===== config.mk =====
export PLATFORM = sky130hd
export DESIGN_NAME = fpas_arbiter_flat
export DESIGN_NICKNAME = d
export VERILOG_FILES = /design/src/rtl/fpas_arbiter_if.sv /design/src/rtl/fpas_arbiter.sv /design/src/flat_wrapper.sv
export SDC_FILE = /design/constraint.sdc
export NUM_CORES = 1
export LEC_CHECK = 0
export BUFFER_PORTS_ARGS = -buffer_cell sky130_fd_sc_hd__buf_2
export CAP_MARGIN = 25
export CELL_PAD_IN_SITES_DETAIL_PLACEMENT = 0
export CELL_PAD_IN_SITES_GLOBAL_PLACEMENT = 1
export CORE_AREA = 2 2 165 167
export CTS_BUF_LIST = sky130_fd_sc_hd__clkbuf_16
export DETAILED_ROUTE_END_ITERATION = 6
export DIE_AREA = 0 0 167 169
export PLACE_DENSITY = 0.79
export SLEW_MARGIN = 20
export SYNTH_ARGS = -nofsm -noshare
export SYNTH_HDL_FRONTEND = slang
export SYNTH_SLANG_ARGS = --single-unit

===== constraint.sdc =====
create_clock -name clk -period 1.7 [get_ports clk]
set_input_delay 0.085 -clock clk [delete_from_list [all_inputs] [get_ports clk]]
set_output_delay 0.085 -clock clk [all_outputs]
set_load 0.005 [all_outputs]

===== src/rtl/fpas_arbiter_if.sv =====
`default_nettype none
// ============================================================================
// fpas_arbiter_if : requester, response and FP-unit signal bundle
// Revision 1.0
// ============================================================================
interface fpas_arbiter_if #(
  parameter int NREQ = 4,
  parameter int IDW  = 2
);
  logic [NREQ-1:0]    req_valid;
  logic [NREQ-1:0]    req_ready;
  logic [NREQ*32-1:0] req_a;
  logic [NREQ*32-1:0] req_b;
  logic [NREQ-1:0]    req_op;
  logic               resp_valid;
  logic               resp_ready;
  logic [31:0]        resp_result;
  logic [IDW-1:0]     resp_id;
  logic               unit_start;
  logic [31:0]        unit_a;
  logic [31:0]        unit_b;
  logic               unit_op;
  logic [31:0]        unit_result;

  // slave = arbiter side, master = requesters, consumer and FP unit
  modport slave (
    input  req_valid, req_a, req_b, req_op, resp_ready, unit_result,
    output req_ready, resp_valid, resp_result, resp_id,
           unit_start, unit_a, unit_b, unit_op
  );
  modport master (
    output req_valid, req_a, req_b, req_op, resp_ready, unit_result,
    input  req_ready, resp_valid, resp_result, resp_id,
           unit_start, unit_a, unit_b, unit_op
  );
endinterface
`default_nettype wire


===== src/rtl/fpas_arbiter.sv =====
`default_nettype none
// ============================================================================
// fpas_arbiter : round-robin sequencer sharing one multi-cycle FP add/sub unit
// Revision 1.0
// ============================================================================
module fpas_arbiter #(
  parameter int NREQ = 4,
  parameter int IDW  = 2,
  parameter int LAT  = 4
) (
  input  wire logic     clk,
  input  wire logic     rst,
  fpas_arbiter_if.slave bus,
  output logic          busy,
  output logic [15:0]   op_count
);
  localparam int CW = (LAT > 1) ? $clog2(LAT) : 1;

  typedef enum logic [1:0] {
    S_IDLE    = 2'd0,
    S_ISSUE   = 2'd1,
    S_WAIT    = 2'd2,
    S_CAPTURE = 2'd3
  } state_e;

  state_e          state_q, state_d;
  logic [IDW-1:0]  rr_ptr_q, rr_ptr_d;
  logic [31:0]     a_q, a_d, b_q, b_d;
  logic            op_q, op_d;
  logic [IDW-1:0]  id_q, id_d;
  logic [CW-1:0]   cnt_q, cnt_d;
  logic            resp_valid_q, resp_valid_d;
  logic [31:0]     resp_result_q, resp_result_d;
  logic [IDW-1:0]  resp_id_q, resp_id_d;
  logic [15:0]     op_count_q, op_count_d;

  logic            found;
  logic [IDW-1:0]  win;
  logic            grant;

  // Rotating priority scan starting at rr_ptr
  always_comb begin
    found = 1'b0;
    win   = '0;
    for (int k = 0; k < NREQ; k++) begin
      if (!found && bus.req_valid[(int'(rr_ptr_q) + k) % NREQ]) begin
        found = 1'b1;
        win   = IDW'((int'(rr_ptr_q) + k) % NREQ);
      end
    end
  end

  assign grant = (state_q == S_IDLE) && found && (!resp_valid_q || bus.resp_ready);

  always_comb begin
    state_d       = state_q;
    rr_ptr_d      = rr_ptr_q;
    a_d           = a_q;
    b_d           = b_q;
    op_d          = op_q;
    id_d          = id_q;
    cnt_d         = cnt_q;
    resp_valid_d  = resp_valid_q;
    resp_result_d = resp_result_q;
    resp_id_d     = resp_id_q;
    op_count_d    = op_count_q;

    if (resp_valid_q && bus.resp_ready) begin
      resp_valid_d = 1'b0;
    end

    case (state_q)
      S_IDLE: begin
        if (grant) begin
          a_d      = bus.req_a[32*int'(win) +: 32];
          b_d      = bus.req_b[32*int'(win) +: 32];
          op_d     = bus.req_op[win];
          id_d     = win;
          rr_ptr_d = IDW'((int'(win) + 1) % NREQ);
          state_d  = S_ISSUE;
        end
      end
      S_ISSUE: begin
        cnt_d   = CW'(LAT - 1);
        state_d = S_WAIT;
      end
      S_WAIT: begin
        if (cnt_q == '0) begin
          state_d = S_CAPTURE;
        end else begin
          cnt_d = cnt_q - CW'(1);
        end
      end
      S_CAPTURE: begin
        resp_valid_d  = 1'b1;
        resp_result_d = bus.unit_result;
        resp_id_d     = id_q;
        op_count_d    = op_count_q + 16'd1;
        state_d       = S_IDLE;
      end
      default: state_d = S_IDLE;
    endcase
  end

  always_ff @(posedge clk) begin
    if (rst) begin
      state_q       <= S_IDLE;
      rr_ptr_q      <= '0;
      a_q           <= '0;
      b_q           <= '0;
      op_q          <= 1'b0;
      id_q          <= '0;
      cnt_q         <= '0;
      resp_valid_q  <= 1'b0;
      resp_result_q <= '0;
      resp_id_q     <= '0;
      op_count_q    <= '0;
    end else begin
      state_q       <= state_d;
      rr_ptr_q      <= rr_ptr_d;
      a_q           <= a_d;
      b_q           <= b_d;
      op_q          <= op_d;
      id_q          <= id_d;
      cnt_q         <= cnt_d;
      resp_valid_q  <= resp_valid_d;
      resp_result_q <= resp_result_d;
      resp_id_q     <= resp_id_d;
      op_count_q    <= op_count_d;
    end
  end

  assign bus.req_ready   = grant ? (NREQ'(1) << win) : '0;
  assign bus.resp_valid  = resp_valid_q;
  assign bus.resp_result = resp_result_q;
  assign bus.resp_id     = resp_id_q;
  assign bus.unit_start  = (state_q == S_ISSUE);
  assign bus.unit_a      = a_q;
  assign bus.unit_b      = b_q;
  assign bus.unit_op     = op_q;
  assign busy            = (state_q != S_IDLE);
  assign op_count        = op_count_q;
endmodule
`default_nettype wire


===== src/flat_wrapper.sv =====
// flat-port wrapper written by rule: the top's interface ports become plain ports
module fpas_arbiter_flat 
#(
  parameter int NREQ = 4,
  parameter int IDW  = 2,
  parameter int LAT  = 4
)
  (clk, rst, busy, op_count, bus_req_valid, bus_req_a, bus_req_b, bus_req_op, bus_resp_ready, bus_unit_result, bus_req_ready, bus_resp_valid, bus_resp_result, bus_resp_id, bus_unit_start, bus_unit_a, bus_unit_b, bus_unit_op);
  fpas_arbiter_if #(.NREQ(NREQ), .IDW(IDW)) bus_i ();
  input  wire logic clk;
  input  wire logic rst;
  output logic busy;
  output logic [15:0] op_count;
  input wire logic [$bits(bus_i.req_valid)-1:0] bus_req_valid;
  input wire logic [$bits(bus_i.req_a)-1:0] bus_req_a;
  input wire logic [$bits(bus_i.req_b)-1:0] bus_req_b;
  input wire logic [$bits(bus_i.req_op)-1:0] bus_req_op;
  input wire logic [$bits(bus_i.resp_ready)-1:0] bus_resp_ready;
  input wire logic [$bits(bus_i.unit_result)-1:0] bus_unit_result;
  output wire logic [$bits(bus_i.req_ready)-1:0] bus_req_ready;
  output wire logic [$bits(bus_i.resp_valid)-1:0] bus_resp_valid;
  output wire logic [$bits(bus_i.resp_result)-1:0] bus_resp_result;
  output wire logic [$bits(bus_i.resp_id)-1:0] bus_resp_id;
  output wire logic [$bits(bus_i.unit_start)-1:0] bus_unit_start;
  output wire logic [$bits(bus_i.unit_a)-1:0] bus_unit_a;
  output wire logic [$bits(bus_i.unit_b)-1:0] bus_unit_b;
  output wire logic [$bits(bus_i.unit_op)-1:0] bus_unit_op;
  assign bus_i.req_valid = bus_req_valid;
  assign bus_i.req_a = bus_req_a;
  assign bus_i.req_b = bus_req_b;
  assign bus_i.req_op = bus_req_op;
  assign bus_i.resp_ready = bus_resp_ready;
  assign bus_i.unit_result = bus_unit_result;
  assign bus_req_ready = bus_i.req_ready;
  assign bus_resp_valid = bus_i.resp_valid;
  assign bus_resp_result = bus_i.resp_result;
  assign bus_resp_id = bus_i.resp_id;
  assign bus_unit_start = bus_i.unit_start;
  assign bus_unit_a = bus_i.unit_a;
  assign bus_unit_b = bus_i.unit_b;
  assign bus_unit_op = bus_i.unit_op;
  fpas_arbiter #(.NREQ(NREQ), .IDW(IDW), .LAT(LAT)) u_core (.clk(clk), .rst(rst), .bus(bus_i), .busy(busy), .op_count(op_count));
endmodule

==> results of run 1 <==
## cell usage in the layout (no fill, tap or decap), drive strengths merged, types with 7 or more instances in the layout
master       count
clkbuf          19
mux2i          167
inv             21
dfxtp          124
buf            511
nand2           73
nor2            58
dlygate4sd3    205
xor2             7
a21oi            7
ha              11
o221ai          65
## power groups by stage
stage	clock (W)	sequential, W	combinational [W]
after detailed placement	0	0.00439	0.00668
after global routing	0.00370	0.00448	0.00933
after floorplan	0	0.00445	0.00385
final	0.00346	0.00437	0.00873
after global placement	0	0.00439	0.00660
after CTS	0.00357	0.00435	0.00847
## area by class of cell
type	instances	area [um2]
inverters	11	43.8
well taps	341	427
diodes	2	5.00
fillers	2351	13600
repair buffers	718	5300
clock buffers	17	425
multi-input cells	441	4070
clock inverters	15	126
flip-flops and latches	124	2490
## state kept, by name, summed over array words and instances (netlist names)
signal                  count
u_core.bus.resp_result     32
u_core.bus.unit_a          32
u_core.bus.unit_b          32
u_core.op_count            16
u_core.bus.resp_id          2
u_core.cnt_q                2
u_core.id_q                 2
u_core.rr_ptr_q             2
u_core.state_q              2
u_core.bus.resp_valid       1
u_core.bus.unit_op          1
## worst min-delay path, stage by stage
cell and delay, ns:
buf_2 0.08, mux2i_2 0.07, o221ai_2 0.14
## what timing repair did
item / CTS / global route
setup buffers: 18 / 5
resized for setup: 61 / 50
hold buffers: 205 / 0
hold endpoints to repair: 91 / 0
endpoints found under the setup margin: 69 / 79
cloned: 11 / 2
pin swaps: 13 / 12
## cell usage after synthesis, drive strengths merged (7+ instances only)
cell	number
mux2i	167
dfxtp	124
nand2	73
o221ai	65
nor2	58
buf	34
clkbuf	15
ha	11
inv	11
a21oi	7
xor2	7
## how the worst max path moves through the flow
stage,start,to,cells after the start
2_1_floorplan,u_core.state_q[1],u_core.bus.unit_a[0],9
3_3_place_gp,u_core.state_q[1],u_core.bus.unit_b[6],7
4_1_cts,u_core.rr_ptr_q[0],bus_req_ready[2],8
6_report,u_core.rr_ptr_q[0],u_core.bus.unit_b[7],10
3_5_place_dp,u_core.state_q[1],u_core.bus.unit_a[28],7
5_1_grt,u_core.state_q[0],u_core.bus.unit_b[22],9
## routing by layer
layer,track usage [%],vias to the layer above,part of all wire (%)
li1,-,3666,-
met5,0,-,0
met2,35.3,321,51
met3,5.52,57,7.9
met1,21.9,3523,38
met4,6.86,0,2.5
## kinds of logic (layout without fill, tap and decap cells)
logic type               after synthesis  in the layout
AO/OA/AOI/OAI                         85             85
multiplexers                         167            167
buffers and inverters                 60            761
AND/OR/NAND/NOR                      166            166
flip-flops                           124            124
XOR/XNOR                              12             12
other                                  0              2
adder cells (fa/ha/maj)               11             11
## stage by stage
stage	util [%]	power (W)	instances	instance area, um2
6_report	48.6	0.0166	1669	12900
5_1_grt	48.6	0.0175	1668	12900
4_1_cts	47.9	0.0164	1666	12700
3_5_place_dp	35.3	0.0111	1401	9350
3_3_place_gp	35.3	0.0110	1401	9350
2_1_floorplan	-	0.00830	625	6560
==> impl_metrics.csv, run 1 <==
group,metric,value,unit
synthesis,synthTopCellsByArea,"dfxtp_1, mux2i_1, o221ai_2",
synthesis,synth_simple_gate_area_share,11.0,%
grt,antenna_found_initial,2,
die,initial_core_util,24.6,%
worst_setup_path,cp_data_arrival_time,2.27,ns
synthesis,synth_top_area_share,38.1,%
timing,final_max_slew_viol_count,0,
grt,grt_pass1_vias,8049,
pwr,power_frac_seq,26.4,%
place,hpwl,18.1,mm
synthesis,synth_fa_ha_area_share,2.11,%
place,dpl_worst_slack,-0.184,ns
worst_setup_path,r2r_setup_slack,-0.23,ns
worst_setup_path,crit_buf_inv,5,
synthesis,synth-main-ff-cell,"dfxtp_1",
routing,drt_iter0_drc,323,
routing,drc,0,
synthesis,postSynthAreaPerCell,10.4,um2
place,io_buffers,420,
timing,rsz0062_at_grt,"true",
cts,root_buffer,"clkbuf_16",
finish,area_growth,97.6,%
synthesis,yosys_warnings,0,
synthesis,synth-compound-area-share,15.8,%
die,floorplan.die.width,167,um
synthesis,muxShareOfSynthArea,25.6,%
timing,fmax,0.518,GHz
grt,grt_max_degree,41,
place,place_congestion,0.811,
pwr,power.density,1290,nW/um2
timing,fin_crit_sh,114,%
synthesis,synthCells,625,
worst_setup_path,r2r_end,"u_core.bus.unit_b[7]",
pwr,power_switching,0.00607,W
worst_setup_path,cp_max_fo,6,
worst_setup_path,timing.critical_path.slowest_stage_cell,"or3b_4",
worst_setup_path,slowest_delay,0.41,ns
cts,cts_buffer_depth,2,
finish,drive_above_1_share,50.0,%
finish,finalNetCount,1623,
routing,vias,7567,
die,io_pins,421,
die,coreArea,26500,um2
worst_setup_path,path_class,"reg -> reg",
cts,path_clk_slew,0.06,ns
timing,setup_viol,69,
worst_setup_path,crit_family,"buffers and inverters",
timing,tightestPinTransition,0.426,ns
grt,grtUsageTotal,19.5,%
worst_setup_path,crit_chain,"nand2b_4, buf_6, a21oi_4, a211oi_4, buf_6, or3b_4, buf_12, buf_12, buf_16, o221ai_2",
routing,dr.pass1.iters,4,
cts,clk_latency,0.42,ns
worst_setup_path,reg2regPathDepth,10,
timing,final.min_clock_period,1.93,ns
die,dieArea,28200,um2
worst_setup_path,crit_path_end_kind,"flip-flop",
synthesis,ys_seq_elements,124,
synthesis,syn_nets,935,
cts,cts_buffers,17,
routing,wl_per_cell,17.5,um
grt,grt-ovfl-total,0,
hold_path,whs_path_depth,3,
synthesis,synth_top_family_by_area,"multiplexers",
die,dieHeight,169,um
synthesis,async_reset_ff_share,0,%
run_status,status,"complete, but fails checks",
worst_setup_path,critical_path_required,2.04,ns
grt,grt_pass1_wl,43.2,mm
hold_path,whs_endpoint,"u_core.bus.unit_b[20]",
die,placementRows,60,
routing,finalWirelength,29.2,mm
worst_setup_path,regToRegStartpoint,"u_core.rr_ptr_q[0]",
pwr,clockPowerShare,20.9,%
hold_path,holdCritStartpoint,"bus_req_b[84]",
synthesis,synth_edf_count,0,
synthesis,ys_types,39,
pwr,p_int,0.0105,W
timing,final.setup.tns,-8.68,ns
routing,vias_per_cell,4.53,
pwr,leakage,5.83,nW
synthesis,synth_area,6520,um2
timing,final_hold_viol_count,1,
job,maxCapViolCount,0,
worst_setup_path,cp-start-kind,"flip-flop",
cts,cts_htree_levels,4,
cts,cts_sinks,124,
hold_path,hp-class,"in -> reg",
timing,slew_headroom,71.6,%
synthesis,synthXorXnorAreaFrac,1.61,%
timing,setup_ws,-0.232,ns
pwr,irDropWorstVdd,0.565,mV
pwr,combPwrFrac,52.7,%
timing,fin_skew,0.0127,ns
routing,drtAntennaViolNets,0,
synthesis,yosysSeqAreaShare,38.1,%
run_status,violations,"hold timing, setup timing",
cts,cts_tree,"built",
synthesis,synth_top_area_cell,"dfxtp_1",
pwr,swShare,36.7,%
timing,holdWs,-0.00202,ns
(Power assumes the default switching activity.)
==> run 2: changes to the inputs <==
==> constraint.sdc (replaced) <==
create_clock -name clk -period 1.7 [get_ports clk]
set_input_delay 0.085 -clock clk [delete_from_list [all_inputs] [get_ports clk]]
set_output_delay 0.085 -clock clk [all_outputs]
set_load 0.05 [all_outputs]
==> impl_metrics.csv, run 2 (synthesis gave the netlist of run 1 again) <==
group,metric,value,unit
timing,final_hold_viol_count,0,
finish,finalNetCount,1651,
cts,cts_htree_levels,4,
grt,grtUsageTotal,21.3,%
grt,grt_max_degree,58,
finish,diodes,0,
worst_setup_path,crit_buf_inv,3,
grt,grt_pass1_wl,47.1,mm
pwr,leakage,6.04,nW
cts,cts_sinks,124,
hold_path,hp-class,"in -> reg",
finish,area_growth,110,%
routing,drt_iter0_drc,453,
place,place_congestion,0.777,
finish,stdcell_count,1695,
timing,final.min_clock_period,1.94,ns
timing,holdWs,0.00939,ns
finish,drive_above_1_share,51.8,%
routing,wl_per_cell,19.1,um
job,maxCapViolCount,0,
die,dieHeight,169,um
timing,slew_headroom,60.3,%
timing,fmax,0.515,GHz
timing,rsz0062_at_grt,"true",
cts,cts_tree,"built",
finish,finalInstanceArea,13700,um2
timing,tightestPinTransition,0.596,ns
die,coreArea,26500,um2
pwr,power.density,1530,nW/um2
run_status,violations,"setup timing",
timing,final.setup.tns,-9.62,ns
worst_setup_path,cp-start-kind,"flip-flop",
routing,dr.pass1.iters,6,
timing,setup_ws,-0.242,ns
cts,clk_latency,0.42,ns
die,floorplan.die.width,167,um
routing,finalWirelength,32.5,mm
grt,grt_pass1_vias,8504,
cts,path_clk_slew,0.07,ns
worst_setup_path,cp_data_arrival_time,2.24,ns
timing,final_max_slew_viol_count,0,
run_status,status,"complete, but fails checks",
worst_setup_path,crit_family,"buffers and inverters",
cts,cts_buffers,17,
place,hpwl,19.0,mm
finish,fillCellCount,2222,
timing,fin_crit_sh,114,%
finish,most-common-layout-cells,"buf_2, dlygate4sd3_1, mux2i_1, dfxtp_1, nand2_1",
timing,fin_skew,0.0127,ns
grt,antenna_found_initial,0,
cts,root_buffer,"clkbuf_16",
worst_setup_path,timing.critical_path.slowest_stage_cell,"dfxtp_2",
finish,layout_commonest_cell,"buf_2",
place,dpl_worst_slack,-0.0641,ns
routing,drtAntennaViolNets,0,
die,io_pins,421,
cts,cts_buffer_depth,2,
place,dp.cells,1397,
pwr,irDropWorstVdd,0.857,mV
routing,vias_per_cell,4.70,
routing,vias,7959,
grt,grt-ovfl-total,0,
worst_setup_path,slowest_delay,0.32,ns
worst_setup_path,crit_chain,"a21o_1, a21oi_2, o22a_4, buf_4, buf_12, bufbuf_16, mux2i_1, o221ai_2",
routing,drc,0,
worst_setup_path,cp_max_fo,9,
worst_setup_path,critical_path_required,2.00,ns
place,place_area,9410,um2
worst_setup_path,path_class,"reg -> reg",
worst_setup_path,crit_path_end_kind,"flip-flop",
die,dieArea,28200,um2
timing,setup_viol,70,
place,io_buffers,420,
die,placementRows,60,
die,initial_core_util,24.6,%
run 2: cell count changes in the layout (fill, tap and decap cells not counted), moves of 5 or more:
cell and change:
dlygate4sd3_1 +33, mux2i_1 -32, mux2i_4 +22, mux2i_2 +10
buf_6 -8, buf_4 -7, dfxtp_1 -7, dfxtp_2 +7
buf_12 +5
run 2: final cells by class:
cell class / instances / area [um2] / area share, %
Inverter: 11 / 62.6 / 0.456
Tap cell: 341 / 427 / 3.11
Clock buffer: 17 / 425 / 3.10
Sequential cell: 124 / 2500 / 18.2
Clock inverter: 15 / 163 / 1.19
Timing Repair Buffer: 746 / 5740 / 41.8
Multi-Input combinational cell: 441 / 4400 / 32.1
run 2: layer usage:
layer  vias to the layer above  global-route usage (%)  wire [um]
met5                         -                       0          0
met1                      3739                    22.8      12100
met3                        99                    5.35       2170
li1                       3717                       -          -
met2                       404                    39.0      16700
met4                         0                    10.5       1500
run 2: worst register-to-register path, cell delays in order (launching register included):
cell and delay [ns]:
dfxtp_2 0.32, a21o_1 0.16, a21oi_2 0.14, o22a_4 0.17
buf_4 0.16, buf_12 0.17, bufbuf_16 0.30, mux2i_1 0.26
o221ai_2 0.13
run 2: repair_timing:
action,CTS,global route
cloned,11,2
pin swaps,13,14
hold endpoints to repair,97,1
setup endpoints to repair,53,76
gates resized for setup,99,86
hold buffers,237,1
setup buffers,15,4
run 2: report_power, final:
part / internal (W) / total [W] / switching, W
clock: 0.00209 / 0.00371 / 0.00162
combinational: 0.00542 / 0.0129 / 0.00745
sequential: 0.00386 / 0.00441 / 0.000550
total: 0.0114 / 0.0210 / 0.00961
run 2: per-stage QoR:
stage                     power (W)  utilization, %
after floorplan              0.0116               -
after global placement       0.0142            35.5
after detailed placement     0.0143            35.5
after CTS                    0.0202            50.0
after global routing         0.0219            51.8
final                        0.0210            51.8
run 2: final timing paths:
check,from,end,slack (ns),cells past startpoint
min reg2reg,u_core.bus.unit_b[2],u_core.bus.unit_b[2],0.46,2
max reg2reg,u_core.rr_ptr_q[1],u_core.bus.unit_b[29],-0.24,8
max,u_core.rr_ptr_q[1],u_core.bus.unit_b[29],-0.24,8
min,bus_req_b[118],u_core.bus.unit_b[22],0.009,3
==> run 3: changes to the inputs <==
--- a/config.mk
+++ b/config.mk
@@ -13,6 +13,7 @@
 export CTS_BUF_LIST = sky130_fd_sc_hd__clkbuf_16
 export DETAILED_ROUTE_END_ITERATION = 6
 export DIE_AREA = 0 0 167 169
+export MAX_ROUTING_LAYER = met4
 export PLACE_DENSITY = 0.79
 export SLEW_MARGIN = 20
 export SYNTH_ARGS = -nofsm -noshare
==> constraint.sdc (replaced) <==
create_clock -name clk -period 1.7 [get_ports clk]
set_input_delay 0 -clock clk [delete_from_list [all_inputs] [get_ports clk]]
set_output_delay 0 -clock clk [all_outputs]
set_load 0.05 [all_outputs]
==> impl_metrics.csv, run 3 <==
group,metric,value,unit
run_status,stop_error,"[ERROR RSZ-0060] Max buffer count reached.",
run_status,haltStage,"4_1_cts",
place,io_buffers,420,
synthesis,synthTopCellsByArea,"dfxtp_1, mux2i_1, o221ai_2",
synthesis,yosysSeqAreaShare,38.1,%
synthesis,synth_common_cells,"mux2i_1, dfxtp_1, nand2_1, nor2_1, o221ai_2",
synthesis,synthCells,625,
die,dieHeight,169,um
synthesis,synth-main-ff-cell,"dfxtp_1",
die,io_pins,421,
die,initial_core_util,24.6,%
run_status,status,"stopped before the end",
synthesis,yosysMostFrequentCell,"mux2i_1",
synthesis,postSynthAreaPerCell,10.4,um2
die,placementRows,60,
synthesis,synth_area,6520,um2
synthesis,yosys_warnings,0,
synthesis,ys_types,39,
synthesis,ys_seq_elements,124,
synthesis,synth_edf_count,0,
cts,cts_resized,31,
place,hpwl,18.7,mm
cts,cts_buffer_depth,2,
cts,root_buffer,"clkbuf_16",
cts,cts_buffers,17,
synthesis,synth_top_area_share,38.1,%
synthesis,syn_nets,935,
synthesis,synth_top_area_cell,"dfxtp_1",
cts,post_cts_buffers,7,
place,place_congestion,0.798,
die,floorplan.die.width,167,um
cts,cts_htree_levels,4,
place,dpl_worst_slack,-0.0438,ns
synthesis,async_reset_ff_share,0,%
cts,cts_hold_buffers,288,
cts,cts_sinks,124,
run 3: cell counts after synthesis:
No cell type changed its count.
run 3: cells by family after synthesis:
kind of cell / share of synthesized area (%)
buffers and inverters: 5.83
and+or+nand+nor: 11.0
xor gates and xnor gates: 1.61
muxes: 25.6
adders and majority gates: 2.11
AOI/OAI and AO/OA: 15.8
DFF: 38.1
run 3: per-stage QoR:
step / cells / cell area, um2
floorplan: 625 / 6650
global placement: 1393 / 9400
detailed placement: 1393 / 9400
==> run 4: changes to the inputs <==
==> config.mk (replaced) <==
export PLATFORM = sky130hd
export DESIGN_NAME = fpas_arbiter_flat
export DESIGN_NICKNAME = d
export VERILOG_FILES = /design/src/rtl/fpas_arbiter_if.sv /design/src/rtl/fpas_arbiter.sv /design/src/flat_wrapper.sv
export SDC_FILE = /design/constraint.sdc
export NUM_CORES = 1
export LEC_CHECK = 0
export BUFFER_PORTS_ARGS = -buffer_cell sky130_fd_sc_hd__buf_2
export CAP_MARGIN = 25
export CORE_AREA = 2 2 162 164
export DETAILED_ROUTE_END_ITERATION = 6
export DIE_AREA = 0 0 164 166
export PLACE_DENSITY_LB_ADDON = 0.15
export SLEW_MARGIN = 20
export SYNTH_ARGS = -nofsm -noshare
export SYNTH_HDL_FRONTEND = slang
export SYNTH_SLANG_ARGS = --single-unit
==> constraint.sdc (replaced) <==
create_clock -name clk -period 2.2 [get_ports clk]
set_input_delay 0 -clock clk [delete_from_list [all_inputs] [get_ports clk]]
set_output_delay 0 -clock clk [all_outputs]
set_load 0.05 [all_outputs]
==> impl_metrics.csv, run 4 <==
group,metric,value,unit
synthesis,synth_edf_count,0,
synthesis,ys_seq_elements,124,
cts,post_cts_buffers,1,
synthesis,synth_top_family_by_area,"multiplexers",
place,place_congestion,0.798,
cts,cts_htree_levels,4,
die,io_pins,421,
synthesis,synth_common_cells,"mux2i_1, dfxtp_1, nand2_1, nor2_1, o221ai_2",
synthesis,ys_types,39,
synthesis,synthCells,625,
synthesis,synth_top_area_cell,"dfxtp_1",
run_status,haltStage,"4_1_cts",
synthesis,synth-compound-area-share,15.8,%
run_status,status,"stopped before the end",
synthesis,muxShareOfSynthArea,25.6,%
cts,cts_resized,1,
cts,cts_buffer_depth,2,
die,floorplan.die.width,164,um
synthesis,synthTopCellsByArea,"dfxtp_1, mux2i_1, o221ai_2",
synthesis,async_reset_ff_share,0,%
cts,root_buffer,"clkbuf_16",
die,initial_core_util,25.4,%
place,hpwl,17.9,mm
cts,cts_buffers,17,
synthesis,synth_top_area_share,38.1,%
synthesis,synth_area,6520,um2
cts,cts_hold_buffers,279,
place,io_buffers,420,
synthesis,yosysMostFrequentCell,"mux2i_1",
synthesis,synthXorXnorAreaFrac,1.61,%
run_status,stop_error,"[ERROR RSZ-0060] Max buffer count reached.",
synthesis,synth_simple_gate_area_share,11.0,%
synthesis,postSynthAreaPerCell,10.4,um2
die,placementRows,59,
synthesis,synth-main-ff-cell,"dfxtp_1",
die,dieHeight,166,um
synthesis,synth_fa_ha_area_share,2.11,%
cts,cts_sinks,124,
synthesis,yosys_warnings,0,
synthesis,syn_nets,935,
synthesis,yosysSeqAreaShare,38.1,%
## run 4: through the flow
step                      hold WS, ns  setup slack [ns]  instances  area (um2)  util, %
after floorplan                 0.147             0.202        625        6520        -
after global placement          0.231             0.151       1358        9030     35.3
after detailed placement        0.243             0.108       1358        9030     35.3
## run 4: kinds of logic after synthesis
kind of cell | count (synthesis)
fa+ha+maj | 11
xor+xnor | 12
compound gates | 85
buf+inv | 60
flops | 124
simple gates | 166
mux | 167
